`src/rtl/adder_bist_pkg.sv`:
```
// adder_bist_pkg: shared constants, state encoding and LFSR helpers for the adder BIST checker.
package adder_bist_pkg;
    localparam int DEF_WIDTH = 16;
    localparam int DEF_LAT   = 0;
    localparam int LFSR_W    = 33;
    localparam int TAP_HI    = 32;
    localparam int TAP_LO    = 19;
    localparam logic [LFSR_W-1:0] LFSR_SEED = 33'd1;

    typedef enum logic [1:0] {IDLE, RUN, DRAIN, DONE} state_t;

    // Fibonacci x^33+x^20+1: shift toward the MSB, feedback enters at bit 0
    function automatic logic [LFSR_W-1:0] lfsr_step(input logic [LFSR_W-1:0] s);
        return {s[LFSR_W-2:0], s[TAP_HI] ^ s[TAP_LO]};
    endfunction
endpackage

```
`src/rtl/bist_lfsr33.sv`:
```
// bist_lfsr33: 33-bit maximal-length LFSR with seed load and step enable.
module bist_lfsr33
    import adder_bist_pkg::*;
(
    input  logic              clk,
    input  logic              rst_n,
    input  logic              load,
    input  logic              en,
    output logic [LFSR_W-1:0] state
);
    always_ff @(posedge clk or negedge rst_n) begin
        if (!rst_n)
            state <= LFSR_SEED;
        else if (load)
            state <= LFSR_SEED;
        else if (en)
            state <= lfsr_step(state);
    end
endmodule

```
`config.mk`:
```
export PLATFORM = sky130hd
export DESIGN_NAME = bist_lfsr33
export DESIGN_NICKNAME = d
export VERILOG_FILES = /design/src/rtl/adder_bist_pkg.sv /design/src/rtl/bist_lfsr33.sv
export SDC_FILE = /design/constraint.sdc
export NUM_CORES = 1
export LEC_CHECK = 0
export BUFFER_PORTS_ARGS = -buffer_cell sky130_fd_sc_hd__buf_2
export CORE_MARGIN = 1.5
export CORE_UTILIZATION = 55
export CTS_CLUSTER_DIAMETER = 100
export CTS_CLUSTER_SIZE = 16
export DETAILED_ROUTE_END_ITERATION = 10
export MAX_ROUTING_LAYER = met4
export PLACE_DENSITY = 0.94
export SYNTH_ARGS = -nofsm -noshare
export SYNTH_HDL_FRONTEND = slang
export SYNTH_SLANG_ARGS = --single-unit
```
`constraint.sdc`:
```
create_clock -name clk -period 2.1 [get_ports clk]
set_input_delay 0.105 -clock clk [delete_from_list [all_inputs] [get_ports clk]]
set_output_delay 0.105 -clock clk [all_outputs]
set_load 0.01 [all_outputs]
```
==> key figures, run 1 <==
STA
  • Final worst path period need: 1.10 ns
  • Final worst-path cycle share: 52.5%
  • Setup Viol. Count Final: 0
  • TNS Setup: 0 ns
  • Relative slew slack: 52.8%
  • RSZ-0062 raised after global routing: no
  • Final hold vios: 0
  • Maximum operating frequency: 907 MHz
  • Max Slew Vio Count: 0
  • Hold slack: 0.265 ns
  • Worst-Margin Slew: 0.709 ns
  • Clock Skews: 0.00688 ns

Global routing
  • Met2 GRT Util: roughly 34%
  • Met1 usage: 26.7%
  • Grt ovf: 0
  • Met3 Usage GRT: ~6%
  • GR Util All Layers: 21.7%
  • Pin count of the biggest net entering global routing: 35
  • Vias in the first global route: 901
  • Gr busiest metal: met2
  • First-pass GRT wire length: 4110 µm
  • Initial antenna violation count: 0

Critical path
  • Crit path DAT: 1.00 ns
  • CP Launch Type: flip-flop
  • Crit Path Max Fanout: 3
  • Critical-path top delay cell: dfstp_2
  • Critical path's top delay family: flip-flops
  • CP Cell Sequence: buf_2
  • Sum of buffers and inverters on the critical path: 1
  • Crit path kind: reg -> out
  • WP data required: 2.00 ns
  • Largest stage delay on the critical path: 0.56 ns
  • Crit. End Element: output port

Die
  • Die Area: about 2800 µm²
  • Core Footprint: 2300 µm²
  • Num rows: 17
  • Die Span Y: roughly 53 µm
  • I/O pin cnt: 37
  • Initial Utilization: approximately three fifths
  • Die X: roughly 53 µm

Synth
  • Number of library cell types mapped by synthesis: 12
  • Mux cell area share after synthesis: about 23%
  • #FFs+latches synth: 33
  • Synth Warn #: 0
  • Syn Area/Cell: between 10 and 15 µm²
  • Post-Synth Adder-Cell Area: 0%
  • Mapped Cells: 109
  • Synthesized Nets: 113
  • Simple-gate share of the synthesized area: 9.07%
  • Synth Area in Compound Gates: 0.453%
  • Post-synthesis xor/xnor area fraction: 0.635%
  • Largest family of logic cells by synthesized area: multiplexers
  • Mapped Area: 1380 µm²
  • Post-synthesis sequential area ratio: between 50% and 60%

Finish
  • Largest Register: state
  • NumNets Final: 150
  • Layout area overhead: 15.3%
  • Reg area: 827 µm²
  • Layout cell share with drive strength beyond 1: a little under a third
  • Ant diodes: 0
  • Area of the multi-input gates: 460 µm²
  • Max FFs per register: 33
  • Layout Cells excl Fill: roughly 170
  • Biggest regs: state x33
  • Fillers: around 180

Clocking
  • Clock tree buffer depth: 2
  • CTS tree: built
  • Post-cts sizing count: 0
  • Root buffer cell: clkbuf_4
  • Clock latency at the later pin of the worst-skew pair: about 0.32 ns
  • Hold buffer count at CTS: 1
  • Sink Count: 33
  • Post-CTS Setup Bufs: 0
  • Reg clk slew, reported paths: ~0.08 ns
  • Num CTS Buffers: 5
  • H-tree depth: 2

Power and ir drop
  • Seq pwr share: approximately three fifths
  • P_int: about 0.8 mW
  • Max VDD drop: roughly 0.00061 V
  • Sw Pwr: 0.230 mW
  • Switching Share: 21.9%
  • Pleak: 0.935 nW
  • Overall power: 1.05 mW
  • Pwr dens: approximately 660 nW/µm²
  • Clock share of power: 32.4%
  • Combinational power share: 6.4%

Hold path
  • Hold Path Class: in -> reg

Job
  • Max Cap Viol: 0

Placed design
  • Detail Placement HPWL: 1690 µm
  • Placed instance count: 166
  • Routability-driven placement congestion ratio: 0.758
  • I/O Buffers: 36

Detailed routing
  • First-pass DRT Iterations: 4
  • Post-route ant nets: 0
  • Routed wire length: 2530 µm
  • Via count: 931
  • Iteration-0 DRC Markers: 14
  • Number of remaining DRC errors: 0
  • Routed vias/inst: 5.35
  • Avg WL per Cell: 14.5 µm

Status
  • Status: complete, no violations
## power by group through the flow
stage	combinational (mW)	sequential (mW)	clock, mW
2_1_floorplan	0.0526	0.658	0
3_3_place_gp	0.0646	0.656	0
3_5_place_dp	0.0669	0.657	0
4_1_cts	0.0683	0.644	0.351
5_1_grt	0.0754	0.645	0.373
6_report	0.0679	0.644	0.341
## kinds of logic after synthesis
group | count (synthesis)
flip-flops | 33
AND/OR/NAND/NOR | 33
buffers and inverters | 9
multiplexers | 32
AO/OA/AOI/OAI | 1
XOR/XNOR | 1
## metrics by stage
step                area [µm²]  utilization, %  setup slack, ns
detailed placement        1530            66.4            0.899
global route              1590            69.3            0.958
CTS                       1590            69.3            0.982
global placement          1530            66.4            0.985
floorplan                 1380               -             1.31
finish                    1590            69.3            0.998
## placed cells by master (no fill, tap or decap)
cell           Yosys  final
mux2i_1           32     32
dlygate4sd3_1      0      1
xnor2_1            1      1
clkbuf_1           2      1
buf_12             3      1
dfrtp_1           32     32
dfstp_2            1      1
clkbuf_4           0      5
a31oi_1            1      1
inv_1              1      1
nor2_1            32     32
buf_2              2     36
clkbuf_8           0      1
nor3_1             1      1
## layout make-up
class	instances	share of cell area, %
Tap cell	28	2.20
Clock buffer	7	3.46
Inverter	1	0.236
Multi-Input combinational cell	67	28.9
Sequential cell	33	52.0
Timing Repair Buffer	38	13.2
## synthesized netlist by cell type
cell type  count  area (µm²)
a31oi_1        1        6.26
nor2_1        32         120
inv_1          1        3.75
dfrtp_1       32         801
dfstp_2        1        26.3
buf_2          2        10.0
mux2i_1       32         320
buf_6          1        11.3
clkbuf_1       2        7.51
nor3_1         1        5.00
buf_12         3        60.1
xnor2_1        1        8.76
## path summary, 6_finish.rpt
check,startpoint,end,slack [ns],cells past startpoint
max in group asynchronous,rst_n,state[21],1.28,2
min in group asynchronous,rst_n,state[3],0.36,2
max reg2reg,state[0],state[0],1.27,2
min reg2reg,state[27],state[27],0.55,2
max,state[0],state[0],1.0,1
min,load,state[27],0.27,2
## routing by layer
metal | up-vias | wire length, µm
met4 | 0 | 19
met3 | 2 | 119
met5 | - | 0
met1 | 464 | 1140
met2 | 31 | 1250
li1 | 434 | -
Power figures use the tool's default switching activity.
==> run 2, diff against run 1 <==
ABC_AREA = 1   (was not set)
CORE_UTILIZATION = 50   (was 55)
PLACE_DENSITY = 0.88   (was 0.94)
clock period = 1.1 ns   (was 2.1 ns; I/O delays follow)
==> run 2 against run 1 <==
Compared with the run above:
- via count grew 23%
- worst hold slack lost 0.23 ns
- die area grew 7.2%
- core utilization shrank 3.9 points
- wire length grew 9.7%
- clock power grew 120%
==> key figures, run 2 <==
Critical path
  • Crit. End Element: output port
  • Worst setup path endpoint: state[0]
  • Crit path DAT: 1.02 ns
  • Largest stage delay on the critical path: between 0.5 and 0.6 ns
  • CP Cell Sequence: buf_6
  • Sum of buffers and inverters on the critical path: 1
  • R2R Path Start: state[0]
  • WP data required: 1.04 ns
  • Critical path's top delay family: flip-flops
  • Worst path depth: 1
  • Crit Path Max Fanout: 3
  • Reg2reg end: state[1]
  • Worst r2r path cells: 2
  • Critical-path top delay cell: dfstp_2
  • Crit path kind: reg -> out
  • R2r setup slk: 0.30 ns
  • CP startpoint: state[0]
  • CP Launch Type: flip-flop

Finish
  • Layout cell share with drive strength beyond 1: 27.7%
  • Highest-count cells in the layout ignoring fill and taps: 67 x nand2_1, 35 x buf_2, 33 x nand3_1, 32 x dfrtp_1
  • Max FFs per register: 33
  • Ant diodes: 0
  • Layout Cells excl Fill: 221
  • Biggest regs: state x33
  • Layout area overhead: 22.2%
  • Design area: roughly 1600 µm²
  • Largest Register: state
  • Commonest non-fill, non-tap cell in the layout: nand2_1
  • NumNets Final: 194

Detailed routing
  • M1 wire length: 1210 µm
  • Highest routed metal layer: met4
  • Avg WL per Cell: 12.6 µm
  • Iteration-0 DRC Markers: 31
  • First-pass DRT Iterations: 4
  • Post-route ant nets: 0
  • Met3 routed WL: 171 µm
  • Via count: 1145
  • WL met2: 1370 µm
  • Number of remaining DRC errors: 0
  • Routed vias/inst: 5.18
  • Routed wire length: 2770 µm

Clocking
  • Clock tree buffer depth: 2
  • Reg clk slew, reported paths: 0.10 ns
  • CTS tree: built
  • Clock latency at the later pin of the worst-skew pair: 0.33 ns
  • Root buffer cell: clkbuf_4
  • Num CTS Buffers: 5
  • Sink Count: 33
  • H-tree depth: 2

STA
  • Final hold vios: 0
  • Max Slew Vio Count: 0
  • Setup Viol. Count Final: 0
  • Final worst path period need: 1.07 ns
  • Maximum operating frequency: 934 MHz
  • Worst-Margin Slew: 0.401 ns
  • Fin worst setup slack: 0.0298 ns
  • RSZ-0062 raised after global routing: no
  • Clock Skews: 0.00699 ns
  • Relative slew slack: between 70% and 80%
  • TNS Setup: 0 ns
  • Final worst-path cycle share: 97.3%

Synth
  • Synth Flop Type: dfrtp_1
  • Most common cell in the netlist: nand2_1
  • Syn Area/Cell: about 9.1 µm²
  • Post-synthesis sequential area ratio: 61.3%
  • Post-synth top area cell: dfrtp_1
  • Ys async rst share: between 90% and 100%
  • Post-synth top cells: 67 x nand2_1, 33 x nand3_1, 32 x dfrtp_1, 6 x buf_2, 4 x buf_6
  • Top-area cell type share of the netlist area: between 50% and 60%
  • Synth Warn #: 0
  • Mapped Area: about 1400 µm²
  • Synthesized Nets: around 150
  • Mapped Cells: 149
  • Top cells by area, synth: dfrtp_1 59%, nand2_1 19%, nand3_1 12%, buf_6 3.3%, buf_2 2.2%
  • #FFs+latches synth: 33
  • Number of library cell types mapped by synthesis: 10
  • Post-synth EDFFs: 0

Placed design
  • Pre-CTS WS: 0.243 ns
  • Detail Placement HPWL: 1840 µm
  • Placed cell areas: 1540 µm²
  • Routability-driven placement congestion ratio: ~0.83
  • I/O Buffers: 36
  • Placed instance count: 209

Global routing
  • Initial antenna violation count: 0
  • First-pass GRT wire length: 4560 µm
  • Vias in the first global route: just over 1000
  • Pin count of the biggest net entering global routing: 33
  • Grt ovf: 0
  • GR Util All Layers: 22.8%

Hold path
  • Start point of the worst hold path: en
  • Hold Path Class: in -> reg

Die
  • Die Area: 3020 µm²
  • Core Footprint: 2520 µm²
  • Die Span Y: 55.0 µm
  • Die X: 55.0 µm
  • I/O pin cnt: 37
  • Initial Utilization: between 50% and 60%
  • Num rows: 18

Power and ir drop
  • Max VDD drop: 0.000812 V
  • Pleak: 1.02 nW
  • Pwr dens: 1290 nW/µm²

Status
  • Status: complete, no violations

Job
  • Max Cap Viol: 0
## run 2: cell count changes in the layout (fill, tap and decap cells not counted), moves of 2 or more
cell     delta
nand3_1    +33
mux2i_1    -32
inv_1       +2
nand2_1    +67
nor2_1     -32
buf_4       +5
## run 2: worst min path at each step
stage / end / slack, ns / depth (start not counted)
global placement: state[28] / -0.002 / 1
finish: state[27] / 0.03 / 4
CTS: state[27] / 0.04 / 4
floorplan: state[10] / -0.24 / 0
detailed placement: state[28] / 0.01 / 1
global route: state[27] / 0.03 / 4
## run 2: final cells by class
class	count	area (µm²)
fill	211	873
sequential	33	827
multi-input combinational	102	433
timing repair buffer	44	264
clock buffer	7	65.1
tap	30	37.5
inverter	4	17.5
clock inverter	1	5.00
## run 2: per-stage QoR
stage / total power [mW] / utilization [%] / hold WS (ns)
after CTS: 2.14 / 64.4 / 0.0411
after floorplan: 1.33 / - / -0.241
after detailed placement: 1.38 / 60.9 / 0.0122
after global routing: 2.21 / 65.4 / 0.0281
final: 2.13 / 65.4 / 0.0349
after global placement: 1.37 / 60.9 / -0.00201
## run 2: routing by layer
layer,vias to the layer above,track usage [%]
li1,557,-
met1,543,29.1
met2,43,32.9
met3,2,8.06
met4,0,10.2
met5,-,-
## run 2: timing repair
item / CTS / global route
buffers inserted: 0 / 2
endpoints found under the setup margin: 0 / 33
hold buffers: 2 / 0
gates resized for setup: 0 / 3
endpoints found under the hold margin: 19 / 0
## run 2: logic make-up (layout without fill, tap and decap cells)
kind of cell | count (synthesis) | after routing | synth area share (%)
flip-flops | 33 | 33 | 61.3
AND/OR/NAND/NOR | 101 | 101 | 31.7
AO/OA/AOI/OAI | 1 | 1 | 0.370
buffers and inverters | 14 | 56 | 6.67
## run 2: where the power goes
| part | total, mW | leakage [nW] | internal (mW) | switching (mW) |
|---|---|---|---|---|
| registers | 1.23 | 0.457 | 1.22 | 0.00821 |
| clock network | 0.758 | 0.0413 | 0.370 | 0.388 |
| logic | 0.138 | 0.523 | 0.0445 | 0.0933 |
| total | 2.13 | 1.02 | 1.64 | 0.490 |
